===== config.mk =====
export PLATFORM = sky130hd
export DESIGN_NAME = trace_frame_sync
export DESIGN_NICKNAME = d
export VERILOG_FILES = /design/src/rtl/trace_frame_sync.sv
export SDC_FILE = /design/constraint.sdc
export NUM_CORES = 1
export LEC_CHECK = 0
export CORE_ASPECT_RATIO = 0.5
export CORE_MARGIN = 5
export CORE_UTILIZATION = 50
export CTS_BUF_LIST = sky130_fd_sc_hd__clkbuf_4 sky130_fd_sc_hd__clkbuf_8
export DETAILED_ROUTE_END_ITERATION = 10
export HOLD_SLACK_MARGIN = 0.06
export PLACE_DENSITY = 0.7
export REMOVE_ABC_BUFFERS = 1
export SYNTH_ARGS = -nofsm -noshare
export SYNTH_HDL_FRONTEND = slang
export SYNTH_SLANG_ARGS = --single-unit

===== constraint.sdc =====
create_clock -name trace_clk -period 2.8 [get_ports trace_clk]
set_input_delay 0.56 -clock trace_clk [delete_from_list [all_inputs] [get_ports trace_clk]]
set_output_delay 0.56 -clock trace_clk [all_outputs]
set_load 0.05 [all_outputs]

===== src/rtl/trace_frame_sync.sv =====
// trace_frame_sync
// Deframes a 4-bit TPIU trace port stream into bytes. A sync pattern (seven
// 0xF nibbles followed by 0x7) establishes nibble alignment. Completed bytes
// pass through a 3-deep delay line so that bytes belonging to a trailing sync
// pattern (FF FF FF 7F) can be discarded before they reach byte_out.
//
// Ports
//   trace_clk     : single clock, all logic on rising edge
//   reset         : synchronous, active-high reset
//   trace_data    : TPIU trace port nibble, sampled every edge
//   resync        : single-cycle pulse, forces loss of sync
//   byte_out      : deframed trace byte
//   byte_valid    : one-cycle strobe per emitted byte
//   frame_start   : byte_valid on byte 0 of a 16-byte frame
//   synchronized  : high while in SYNCED
//   sync_count    : aligned syncs seen, saturating
//   realign_count : misaligned-sync realignments, saturating
module trace_frame_sync #(
    parameter int unsigned pSYNC_CNT_WIDTH    = 16,
    parameter int unsigned pREALIGN_CNT_WIDTH = 8
) (
    input  logic                          trace_clk,
    input  logic                          reset,
    input  logic [3:0]                    trace_data,
    input  logic                          resync,
    output logic [7:0]                    byte_out,
    output logic                          byte_valid,
    output logic                          frame_start,
    output logic                          synchronized,
    output logic [pSYNC_CNT_WIDTH-1:0]    sync_count,
    output logic [pREALIGN_CNT_WIDTH-1:0] realign_count
);

    typedef enum logic [0:0] {StHunt, StSynced} state_e;

    state_e     state_q;
    logic [2:0] run_q;          // consecutive 0xF nibbles, saturating at 7
    logic       phase_q;        // 0: next nibble is low half, 1: high half
    logic [3:0] low_q;          // pending low nibble
    logic [7:0] dl_data_q [3];  // delay line, entry 0 is oldest
    logic [2:0] dl_valid_q;
    logic [3:0] pos_q;          // frame position of the next emitted byte

    logic       sync_hit;
    logic [7:0] new_byte;

    assign sync_hit     = (trace_data == 4'h7) && (run_q == 3'd7);
    assign new_byte     = {trace_data, low_q};
    assign synchronized = (state_q == StSynced);

    always_ff @(posedge trace_clk) begin
        if (reset) begin
            state_q       <= StHunt;
            run_q         <= 3'd0;
            phase_q       <= 1'b0;
            low_q         <= 4'h0;
            dl_valid_q    <= 3'b000;
            pos_q         <= 4'd0;
            byte_out      <= 8'h00;
            byte_valid    <= 1'b0;
            frame_start   <= 1'b0;
            sync_count    <= '0;
            realign_count <= '0;
            for (int i = 0; i < 3; i++) begin
                dl_data_q[i] <= 8'h00;
            end
        end else begin
            byte_valid  <= 1'b0;
            frame_start <= 1'b0;

            // Any non-0xF nibble (including a sync 0x7) restarts the run.
            if (trace_data == 4'hF) begin
                if (run_q != 3'd7) begin
                    run_q <= run_q + 3'd1;
                end
            end else begin
                run_q <= 3'd0;
            end

            if (resync) begin
                // Wins over a coincident sync hit; counters are kept.
                state_q    <= StHunt;
                dl_valid_q <= 3'b000;
                phase_q    <= 1'b0;
                pos_q      <= 4'd0;
            end else begin
                unique case (state_q)
                    StHunt: begin
                        if (sync_hit) begin
                            state_q    <= StSynced;
                            phase_q    <= 1'b0;
                            pos_q      <= 4'd0;
                            dl_valid_q <= 3'b000;
                            if (sync_count != '1) begin
                                sync_count <= sync_count + pSYNC_CNT_WIDTH'(1);
                            end
                        end
                    end
                    StSynced: begin
                        if (sync_hit) begin
                            // The buffered bytes are the head of this sync
                            // pattern (or misaligned junk), so drop them all.
                            dl_valid_q <= 3'b000;
                            phase_q    <= 1'b0;
                            low_q      <= 4'h0;
                            pos_q      <= 4'd0;
                            if (phase_q) begin
                                if (sync_count != '1) begin
                                    sync_count <= sync_count + pSYNC_CNT_WIDTH'(1);
                                end
                            end else begin
                                if (realign_count != '1) begin
                                    realign_count <= realign_count + pREALIGN_CNT_WIDTH'(1);
                                end
                            end
                        end else if (!phase_q) begin
                            low_q   <= trace_data;
                            phase_q <= 1'b1;
                        end else begin
                            phase_q <= 1'b0;
                            if (&dl_valid_q) begin
                                byte_out     <= dl_data_q[0];
                                byte_valid   <= 1'b1;
                                frame_start  <= (pos_q == 4'd0);
                                pos_q        <= pos_q + 4'd1;
                                dl_data_q[0] <= dl_data_q[1];
                                dl_data_q[1] <= dl_data_q[2];
                                dl_data_q[2] <= new_byte;
                            end else if (!dl_valid_q[0]) begin
                                dl_data_q[0]  <= new_byte;
                                dl_valid_q[0] <= 1'b1;
                            end else if (!dl_valid_q[1]) begin
                                dl_data_q[1]  <= new_byte;
                                dl_valid_q[1] <= 1'b1;
                            end else begin
                                dl_data_q[2]  <= new_byte;
                                dl_valid_q[2] <= 1'b1;
                            end
                        end
                    end
                    default: state_q <= StHunt;
                endcase
            end
        end
    end

endmodule


==> impl_metrics.csv, run 1 <==
group,metric,value,unit
outcome,status,"finished, final reports clean",
timing,setup_viol,0,
clocking,ctsResizeCount,0,
floorplan,io-pin-count,42,
critical_path,crit_required,3080,ps
clocking,cts_setup_buffers,0,
placed_design,gp_congestion,0.8097,
cells_and_area,areaGrowthSynthToFinish,22.79,%
routing,antenna_left,0,
floorplan,die_w,124.0,um
worst_hold_path,hp-class,"reg2reg",
global_routing,grt_use_total,17.32,%
timing,rsz0062_at_grt,"no",
placed_design,place_hpwl,4661,um
timing,tightestPinTransition,1095,ps
logic_synthesis,ys_warn_count,0,
floorplan,fp.dieArea,8312,sq um
floorplan,initial_core_util,52.59,%
critical_path,end_kind,"flip-flop",
logic_synthesis,syn_area_per_cell,10.42,sq um
critical_path,path_delay_family,"simple AND/OR/NAND/NOR gates",
floorplan,rows,20,
timing,hold_viol_final,0,
routing,drt-initial-drc-count,148,
global_routing,grt_pass1_wl,11070,um
timing,setup_slack,296.8,ps
worst_hold_path,min_from,"dl_data_q[0][2]$_DFFE_PP_",
power_and_ir_drop,leakage,1.367,nW
power_and_ir_drop,power_density,471.7,nW/um^2
routing,wl,6569,um
logic_synthesis,netlist_instances,312,
global_routing,grt_max_degree,39,
critical_path,max_stage_delay,650,ps
logic_synthesis,synthArstFlopShare,0,%
power_and_ir_drop,power_frac_clock,37.6,%
clocking,h-tree-depth,3,
routing,vias,2571,
critical_path,crit_start,"run_q[0]$_SDFFE_PP0P_",
floorplan,fp.dieH,67.02,um
critical_path,cp-start-kind,"flip-flop",
power_and_ir_drop,intPower,1.461,mW
timing,fin_crit_sh,89.40,%
critical_path,crit_fanout,10,
critical_path,worst-setup-path-type,"reg2reg",
power_and_ir_drop,pwr-share-seq,59.5,%
global_routing,globalRouteOverflowTotal,0,
timing,fmax,399.5,MHz
clocking,clkSinkCount,74,
timing,slew_viol_final,0,
clocking,clock_tree.root_cell,"clkbuf_8",
cells_and_area,drive_above_1_share,10.90,%
clocking,insertion_delay,350,ps
timing,relSlewSlack,26.41,%
critical_path,cp.arrival,2780,ps
critical_path,crit_slowest_cell,"or4_1",
critical_path,cp_cell_sequence,"ha_1, ha_1, nand2b_1, buf_4, or4_1, buf_4, or3_1, a21oi_1",
logic_synthesis,yosys.area.top_type,"dfxtp_1",
logic_synthesis,synth.most_common_cell,"dfxtp_1",
clocking,path_clk_slew,70,ps
power_and_ir_drop,p_switching,0.4216,mW
timing,fin_crit,2503,ps
global_routing,antenna_found_initial,0,
flow_run,max_cap_viol_count,0,
clocking,cts_tree,"built",
logic_synthesis,synth.top_cells.by_count,"50 x dfxtp_1, 24 x a22o_1, 24 x edfxtp_1, 23 x nor2_1, 22 x a21oi_1",
power_and_ir_drop,vdd_ir_drop_max,0.2797,mV
routing,drc_errors,0,
placed_design,port_buffers,41,
timing,skew,9.740,ps
logic_synthesis,synth_flop_cell,"dfxtp_1",
logic_synthesis,ys_seq_area_share,52.96,%
logic_synthesis,netlist-cell-type-count,46,
logic_synthesis,synth_seq_cells,74,
critical_path,r2r_start,"run_q[0]$_SDFFE_PP0P_",
clocking,cts.hold.buffers_added,0,
routing,drt_pre_antenna_iters,4,
logic_synthesis,synth.area.top_cells,"dfxtp_1 31%, edfxtp_1 22%, a22o_1 6.5%, a21oi_1 3.4%, nor2_1 2.7%",
clocking,clock_path_buffers,2,
routing,vias_per_cell,5.651,
routing,wl_per_cell,14.44,um
timing,hold_ws,464.1,ps
power_and_ir_drop,pwr-share-comb,2.9,%
floorplan,coreArea,6181,sq um
cells_and_area,nets,375,
global_routing,first_global_vias,2406,
placed_design,pre_cts_slack,-3.892,ps
clocking,cts_made_buffers,9,
logic_synthesis,synth_edf_count,24,
cells_and_area,diodes,0,
logic_synthesis,syn_area,3251,sq um
logic_synthesis,synth_top_area_share,30.79,%
critical_path,crit_buf_inv,2,
power_and_ir_drop,power.share.switching,22.39,%
==> flip-flops by register name, summed over array words and instances, names as in the netlist <==
| register | cells |
|---|---|
| dl_data_q | 24 |
| sync_count | 16 |
| byte_out | 8 |
| realign_count | 8 |
| low_q | 4 |
| pos_q | 4 |
| dl_valid_q | 3 |
| run_q | 3 |
| byte_valid | 1 |
| frame_start | 1 |
| phase_q | 1 |
| synchronized | 1 |
==> area by class of cell <==
| type | instances | area [sq um] |
|---|---|---|
| clock inverter | 6 | 35.03 |
| timing repair buffer | 58 | 550.5 |
| inverter | 6 | 22.52 |
| tap | 88 | 110.1 |
| sequential | 74 | 1722 |
| multi-input combinational | 213 | 1420 |
| clock buffer | 10 | 131.4 |
| fill | 509 | 2190 |
==> worst paths after layout <==
check	end	slack, ps	cells past startpoint
worst max register to register	realign_count[0]$_SDFFE_PP0P_	300	8
worst max-delay path	realign_count[0]$_SDFFE_PP0P_	300	8
worst min-delay path	byte_out[2]$_SDFFE_PP0P_	460	1
worst min register to register	byte_out[2]$_SDFFE_PP0P_	460	1
==> cell families (layout without fill, tap and decap cells) <==
logic type | Yosys count | after routing | synth area share, %
AO/OA/AOI/OAI | 78 | 78 | 16.78
XOR/XNOR | 5 | 5 | 1.347
adder cells (fa/ha/maj) | 6 | 6 | 2.309
buffers and inverters | 25 | 80 | 3.541
flip-flops | 74 | 74 | 52.96
multiplexers | 9 | 9 | 3.041
AND/OR/NAND/NOR | 115 | 115 | 20.02
==> worst register-to-register path, stage by stage, from the launching register on <==
cell	delay (ps)
dfxtp_1	350
ha_1	170
ha_1	260
nand2b_1	120
buf_4	150
or4_1	650
buf_4	230
or3_1	340
a21oi_1	160
==> metal layers <==
metal / GRT usage, % / part of all wire (%)
met1: 19.97 / 46
met2: 29.12 / 48
met3: 8.227 / 6.0
met4: 4.502 / 0.44
met5: 0 / 0
==> power groups by stage <==
stage	Sequential, mW	Combinational (mW)	Clock (mW)
6_report	1.12	0.0552	0.707
5_1_grt	1.12	0.0600	0.784
4_1_cts	1.12	0.0553	0.727
3_5_place_dp	1.14	0.0553	0
3_3_place_gp	1.14	0.0537	0
2_1_floorplan	1.14	0.0165	0
==> through the flow <==
stage	setup TNS (ps)	cells	utilization (%)	cell area [sq um]	total power, mW
after global placement	0	439	61.88	3825	1.198
final	0	455	64.57	3991	1.883
after floorplan	-1086	293	-	3158	1.160
after CTS	0	455	64.57	3991	1.903
after detailed placement	-3.892	439	61.88	3825	1.200
after global routing	0	455	64.57	3991	1.965
==> layout by cell type, fill, tap and decap left out, types with 10 or more instances in the layout <==
| master | n |
|---|---|
| a21oi_1 | 22 |
| a22o_1 | 24 |
| buf_4 | 16 |
| clkdlybuf4s50_1 | 41 |
| dfxtp_1 | 50 |
| edfxtp_1 | 24 |
| nand2_1 | 17 |
| nand3_1 | 12 |
| nor2_1 | 23 |
| o31ai_1 | 10 |
No activity file was read; power rests on OpenSTA's default activity.
==> run 2, diff against run 1 <==
CTS_CLUSTER_DIAMETER = 100   (was unset)
==> results of run 2 <==
Same layout as run 1: the final DEF is identical, and so are final timing and power.
==> patch 1: new RTL, settings of run 1 <==
Set the parameter `pREALIGN_CNT_WIDTH` to 7 (it was 8).
--- a/src/rtl/trace_frame_sync.sv
+++ b/src/rtl/trace_frame_sync.sv
@@ -17,7 +17,7 @@
 //   realign_count : misaligned-sync realignments, saturating
 module trace_frame_sync #(
     parameter int unsigned pSYNC_CNT_WIDTH    = 16,
-    parameter int unsigned pREALIGN_CNT_WIDTH = 8
+    parameter int unsigned pREALIGN_CNT_WIDTH = 7
 ) (
     input  logic                          trace_clk,
     input  logic                          reset,
Interface: changed (resized realign_count); port bits go from 42 to 41. The function was not compared with the original's and may differ.
==> patch 1 against run 1 <==
Power up 14%; sequential cell count down 1; clock power up 40%; area after synthesis down 1.1%; wire length up 4.4%; cell area up 1.3%; setup slack worse by 100 ps; critical endpoint is now byte_out[4]$_SDFFE_PP0P_; largest cell class unchanged; highest routed layer unchanged.
==> patch 1: results (changes against run 1) <==
- GP Congestion: 0.7798 (-3.7%)
- Top flop regs: dl_data_q (24), sync_count (16), byte_out (8)
- Met2 WL: 3243 um (+3.8%)
- Compound-Gate Fraction of Synth Area: 16.35% (-0.43 points)
- CTS Buf Count: 9 (unchanged)
- Pleak: 1.413 nW (+3.4%)
- Worst Max-Slew Pin Slew: 1087 ps (-7.464 ps)
- Area of the multi-input gates: 1425 um^2 (+0.35%)
- Final core utilization: 65.67% (+1.1 points)
- Vias post-DR: 2,603 (+1.2%)
- Xor/xnor share of the synthesized area: 1.362% (+0.015 points)
- Placed insts: 440 (+0.23%)
- Largest net degree at the start of global routing: 41 (+5.1%)
- Vias in the first global route: 2,525 (+4.9%)
- Post-DP HPWL: 4835 um (+3.7%)
- Antenna diodes: 0 (unchanged)
- IO buf count: 40 (-2.4%)
- Crit path DAT: 2900 ps (+120 ps)
- Non-clk buf share: 13.25% (-0.55 points)
- Final #Nets: 376 (+0.27%)
- Synth Area per Inst: 10.34 um^2 (-0.80%)
- Die Area: 8230 um^2 (-0.99%)
- Adder-cell share of the synthesized area: 2.336% (+0.026 points)
- Met3 GRT Util: 7.125% (-1.1 points)
- First-pass GRT wire length: 11,590 um (+4.7%)
- VDD IR-drop max: 294.0 uV (+5.1%)
- Clk cell area share: 6.128% (+2.0 points)
- Total power divided by cell area: 533.0 nW/um^2 (+13%)
- Seq area share: 42.09% (-1.0 points)
- Switching share of power: 19.67% (-2.7 points)
- Placed Area: 3795 um^2 (-0.79%)
- Layout cell share with drive strength beyond 1: 12.50% (+1.6 points)
- Area contributors post-synth: dfxtp_1, edfxtp_1, a22o_1
- Wire length per cell: 15.04 um (+4.1%)
- Register share of total power: 51.3% (-8.2 points)
- Filler cells: 494 (-2.9%)
- Skew final: 6.687 ps (-3.053 ps)
- FFs & Latches: 73 (-1.4%)
- Clock transition at path regs: ~80 ps
- DRC violations left: 0 (unchanged)
- Comb_multi_in: 215 (+0.94%)
- DR WL met3: 397 um (+1.3%)
- Synth unique cells: 41 (-11%)
- Met2 Track Usage GR: 30.76% (+1.6 points)
- Synth top cells by count: dfxtp_1, nor2_1, a22o_1, edfxtp_1, a21oi_1
- Tot GR Track Use: 18.23% (+0.92 points)
- M1 GR Usage: 21.53% (+1.6 points)
- Max FO, Critical Path: 18 (+8)
- Iteration-0 DRC Markers: 152 (+2.7%)
- Mux share of post-synthesis cell area: 3.776% (+0.73 points)
- Hold crit path type: flip-flop to flip-flop
- Pre-CTS setup slack: -128.5 ps (-124.6 ps)
- Metal-1 WL: 3120 um (+3.2%)
- Comb power frac: 2.7% (-0.2 points)
- Vias per cell: 5.708 (+1.0%)
- Sequential fraction of the synthesis area: 52.94% (about the same)
- Status: completed
-- patch 1: changes by cell type after synthesis, moves of 3 or more --
cell      before  now
o41ai_1        4    1
a211oi_1       2    5
nor3_1         2    5
nand2_1       17    8
mux2_2         3    9
nor2_1        23   29
nor4_1         6    3
mux2_1         4    0
-- patch 1: final timing paths --
check                                 start                        to  slack [ps]  cells past startpoint
hold reg to reg   dl_data_q[0][5]$_DFFE_PP_  byte_out[5]$_SDFFE_PP0P_         470                      1
setup reg to reg      run_q[0]$_SDFFE_PP0P_  byte_out[4]$_SDFFE_PP0P_         190                      8
hold / removal    dl_data_q[0][5]$_DFFE_PP_  byte_out[5]$_SDFFE_PP0P_         470                      1
setup / recovery      run_q[0]$_SDFFE_PP0P_  byte_out[4]$_SDFFE_PP0P_         190                      8
-- patch 1: critical path, cell delays in order (launching register included) --
cell      delay [ps]
dfxtp_1          330
ha_1             200
ha_1             260
nand2b_1         230
o21ai_0          120
buf_4            150
nor3_2           810
buf_4            310
a22o_1           150
==> patch 2: new RTL, settings of run 1 <==
Without the edit above. Put a register stage on the output `synchronized`, cleared by the reset. The value now appears one clock later. The other outputs are not delayed to match.
--- a/src/rtl/trace_frame_sync.sv
+++ b/src/rtl/trace_frame_sync.sv
@@ -46,7 +46,13 @@
 
     assign sync_hit     = (trace_data == 4'h7) && (run_q == 3'd7);
     assign new_byte     = {trace_data, low_q};
-    assign synchronized = (state_q == StSynced);
+    always_ff @(posedge trace_clk) begin
+        if (reset) begin
+            synchronized <= '0;
+        end else begin
+            synchronized <= (state_q == StSynced);
+        end
+    end
 
     always_ff @(posedge trace_clk) begin
         if (reset) begin
Function: changed (a bounded check fails within 10 cycles, from zero or initial values and one cycle with reset high).
==> patch 2 against run 1 <==
Setup slack lost 45 ps; largest cell class unchanged; highest routed layer unchanged; combinational power decreased by 3%; sequential cell count increased by 1; non-clock buffer count decreased by 3; worst hold slack better by 5.7 ps; largest power group unchanged; cell area up 1.8%; critical path type unchanged; critical endpoint is now dl_data_q[1][5]$_DFFE_PP_; wire length up 7.4%; via count grew 0.51%; sequential share of layout area down 0.25 points; power rose by 16%; critical path depth is 3 lower; clock power is 41% higher; area after synthesis up 1.0%.
==> patch 2: results (changes against run 1) <==
- Largest net degree at the start of global routing: 40 (+2.6%)
- Reg2reg path depth: 5 (-3)
- GP Congestion: 0.7729 (-4.5%)
- CTS resizes: 0 (unchanged)
- First-pass GRT wire length: 11,740 um (+6.1%)
- WHS: 469.8 ps (+5.711 ps)
- Worst path max stage delay: 1010 ps (+360 ps)
- Worst Max-Slew Pin Slew: 1160 ps (+65.76 ps)
- FF-to-FF End: dl_data_q[1][5]$_DFFE_PP_
- Skew final: 7.687 ps (-2.053 ps)
- Pleak: 1.409 nW (+3.1%)
- Placed insts: 438 (-0.23%)
- Wire length per cell: 15.54 um (+7.6%)
- VDD IR-drop max: 303.2 uV (+8.4%)
- Vias per cell: 5.692 (+0.73%)
- Layout cell share with drive strength beyond 1: 10.66% (-0.24 points)
- Sequential fraction of the synthesis area: 53.05% (+0.085 points)
- Post-Layout Cell Count: 454 (-0.22%)
- Slowest-stage cell, CP: o31ai_1
- Crit path DAT: 2510 ps (-270 ps)
- Filler cells: 530 (+4.1%)
- Status: completed
- Synth top cells by count: dfxtp_1, a22o_1, edfxtp_1
- Max FO, Critical Path: 8 (-2)
- Vias in the first global route: 2,516 (+4.6%)
- Tot GR Track Use: 17.58% (+0.26 points)
- Hold Path Stages: 1 (unchanged)
- Area contributors post-synth: dfxtp_1, edfxtp_1, a22o_1
- Final #Nets: 374 (-0.27%)
- Post-CTS Setup Repair Bufs: 0 (unchanged)
- Clk Latency, worst-skew pair: roughly 340 ps
- Crit-path leading delay family: compound AO/OA/AOI/OAI gates
- R2R Setup Slk: 250 ps (-50 ps)
- Worst Hold Launch: dl_data_q[0][7]$_DFFE_PP_
- Hold path endpoint: byte_out[7]$_SDFFE_PP0P_
-- patch 2: cell count changes after synthesis --
cell | run 1 | this run
buf_2 | 5 | 4
nor2b_1 | 9 | 10
dfxtp_1 | 50 | 51
buf_6 | 2 | 3
-- patch 2: area by class of cell --
type	count	area share, %
clock buffer	12	3.604
timing repair buffer	55	12.69
sequential	75	42.88
clock inverter	4	2.434
tap	88	2.711
multi-input combinational	214	35.12
inverter	6	0.5545
-- patch 2: worst max-delay path by stage --
stage                               start                          end  slack (ps)  cells after the start
2_1_floorplan  sync_count[0]$_SDFFE_PP0P_  sync_count[13]$_SDFFE_PP0P_        -250                      5
3_3_place_gp                trace_data[1]  sync_count[14]$_SDFFE_PP0P_          70                      5
3_5_place_dp                trace_data[2]  sync_count[15]$_SDFFE_PP0P_         -20                      5
4_1_cts             run_q[0]$_SDFFE_PP0P_    dl_data_q[1][5]$_DFFE_PP_         270                      5
5_1_grt             run_q[0]$_SDFFE_PP0P_    dl_data_q[1][5]$_DFFE_PP_          20                      5
6_report            run_q[0]$_SDFFE_PP0P_    dl_data_q[1][5]$_DFFE_PP_         250                      5
-- patch 2: power by group through the flow --
stage / clock (mW) / combinational (mW) / sequential, mW
after CTS: 1.02 / 0.0536 / 1.13
final: 1.00 / 0.0537 / 1.13
after global routing: 1.08 / 0.0584 / 1.14
after floorplan: 0 / 0.0166 / 1.16
after detailed placement: 0 / 0.0534 / 1.16
after global placement: 0 / 0.0512 / 1.16
-- patch 2: cell families after synthesis --
group / count (synthesis) / synth area share [%]
and+or+nand+nor: 116 / 20.01
AOI/OAI and AO/OA: 78 / 16.62
DFF: 75 / 53.05
buffers and inverters: 25 / 3.696
muxes: 9 / 3.011
adders and majority gates: 6 / 2.287
xor gates and xnor gates: 5 / 1.334
-- patch 2: stage by stage --
| stage | instance area (um^2) | setup slack, ps | total power [mW] |
|---|---|---|---|
| floorplan | 3184 | -245.7 | 1.175 |
| global placement | 3816 | 70.33 | 1.210 |
| detailed placement | 3816 | -16.79 | 1.214 |
| CTS | 4061 | 265.4 | 2.212 |
| global route | 4061 | 24.16 | 2.274 |
| finish | 4061 | 251.8 | 2.188 |
-- patch 2: layer usage --
metal / up-vias / GRT usage, % / share of wire (%)
met5: - / 0 / 0
met4: 0 / 6.967 / 1.0
met3: 8 / 5.213 / 4.6
met2: 53 / 30.11 / 48
met1: 1250 / 21.39 / 46
li1: 1273 / - / -
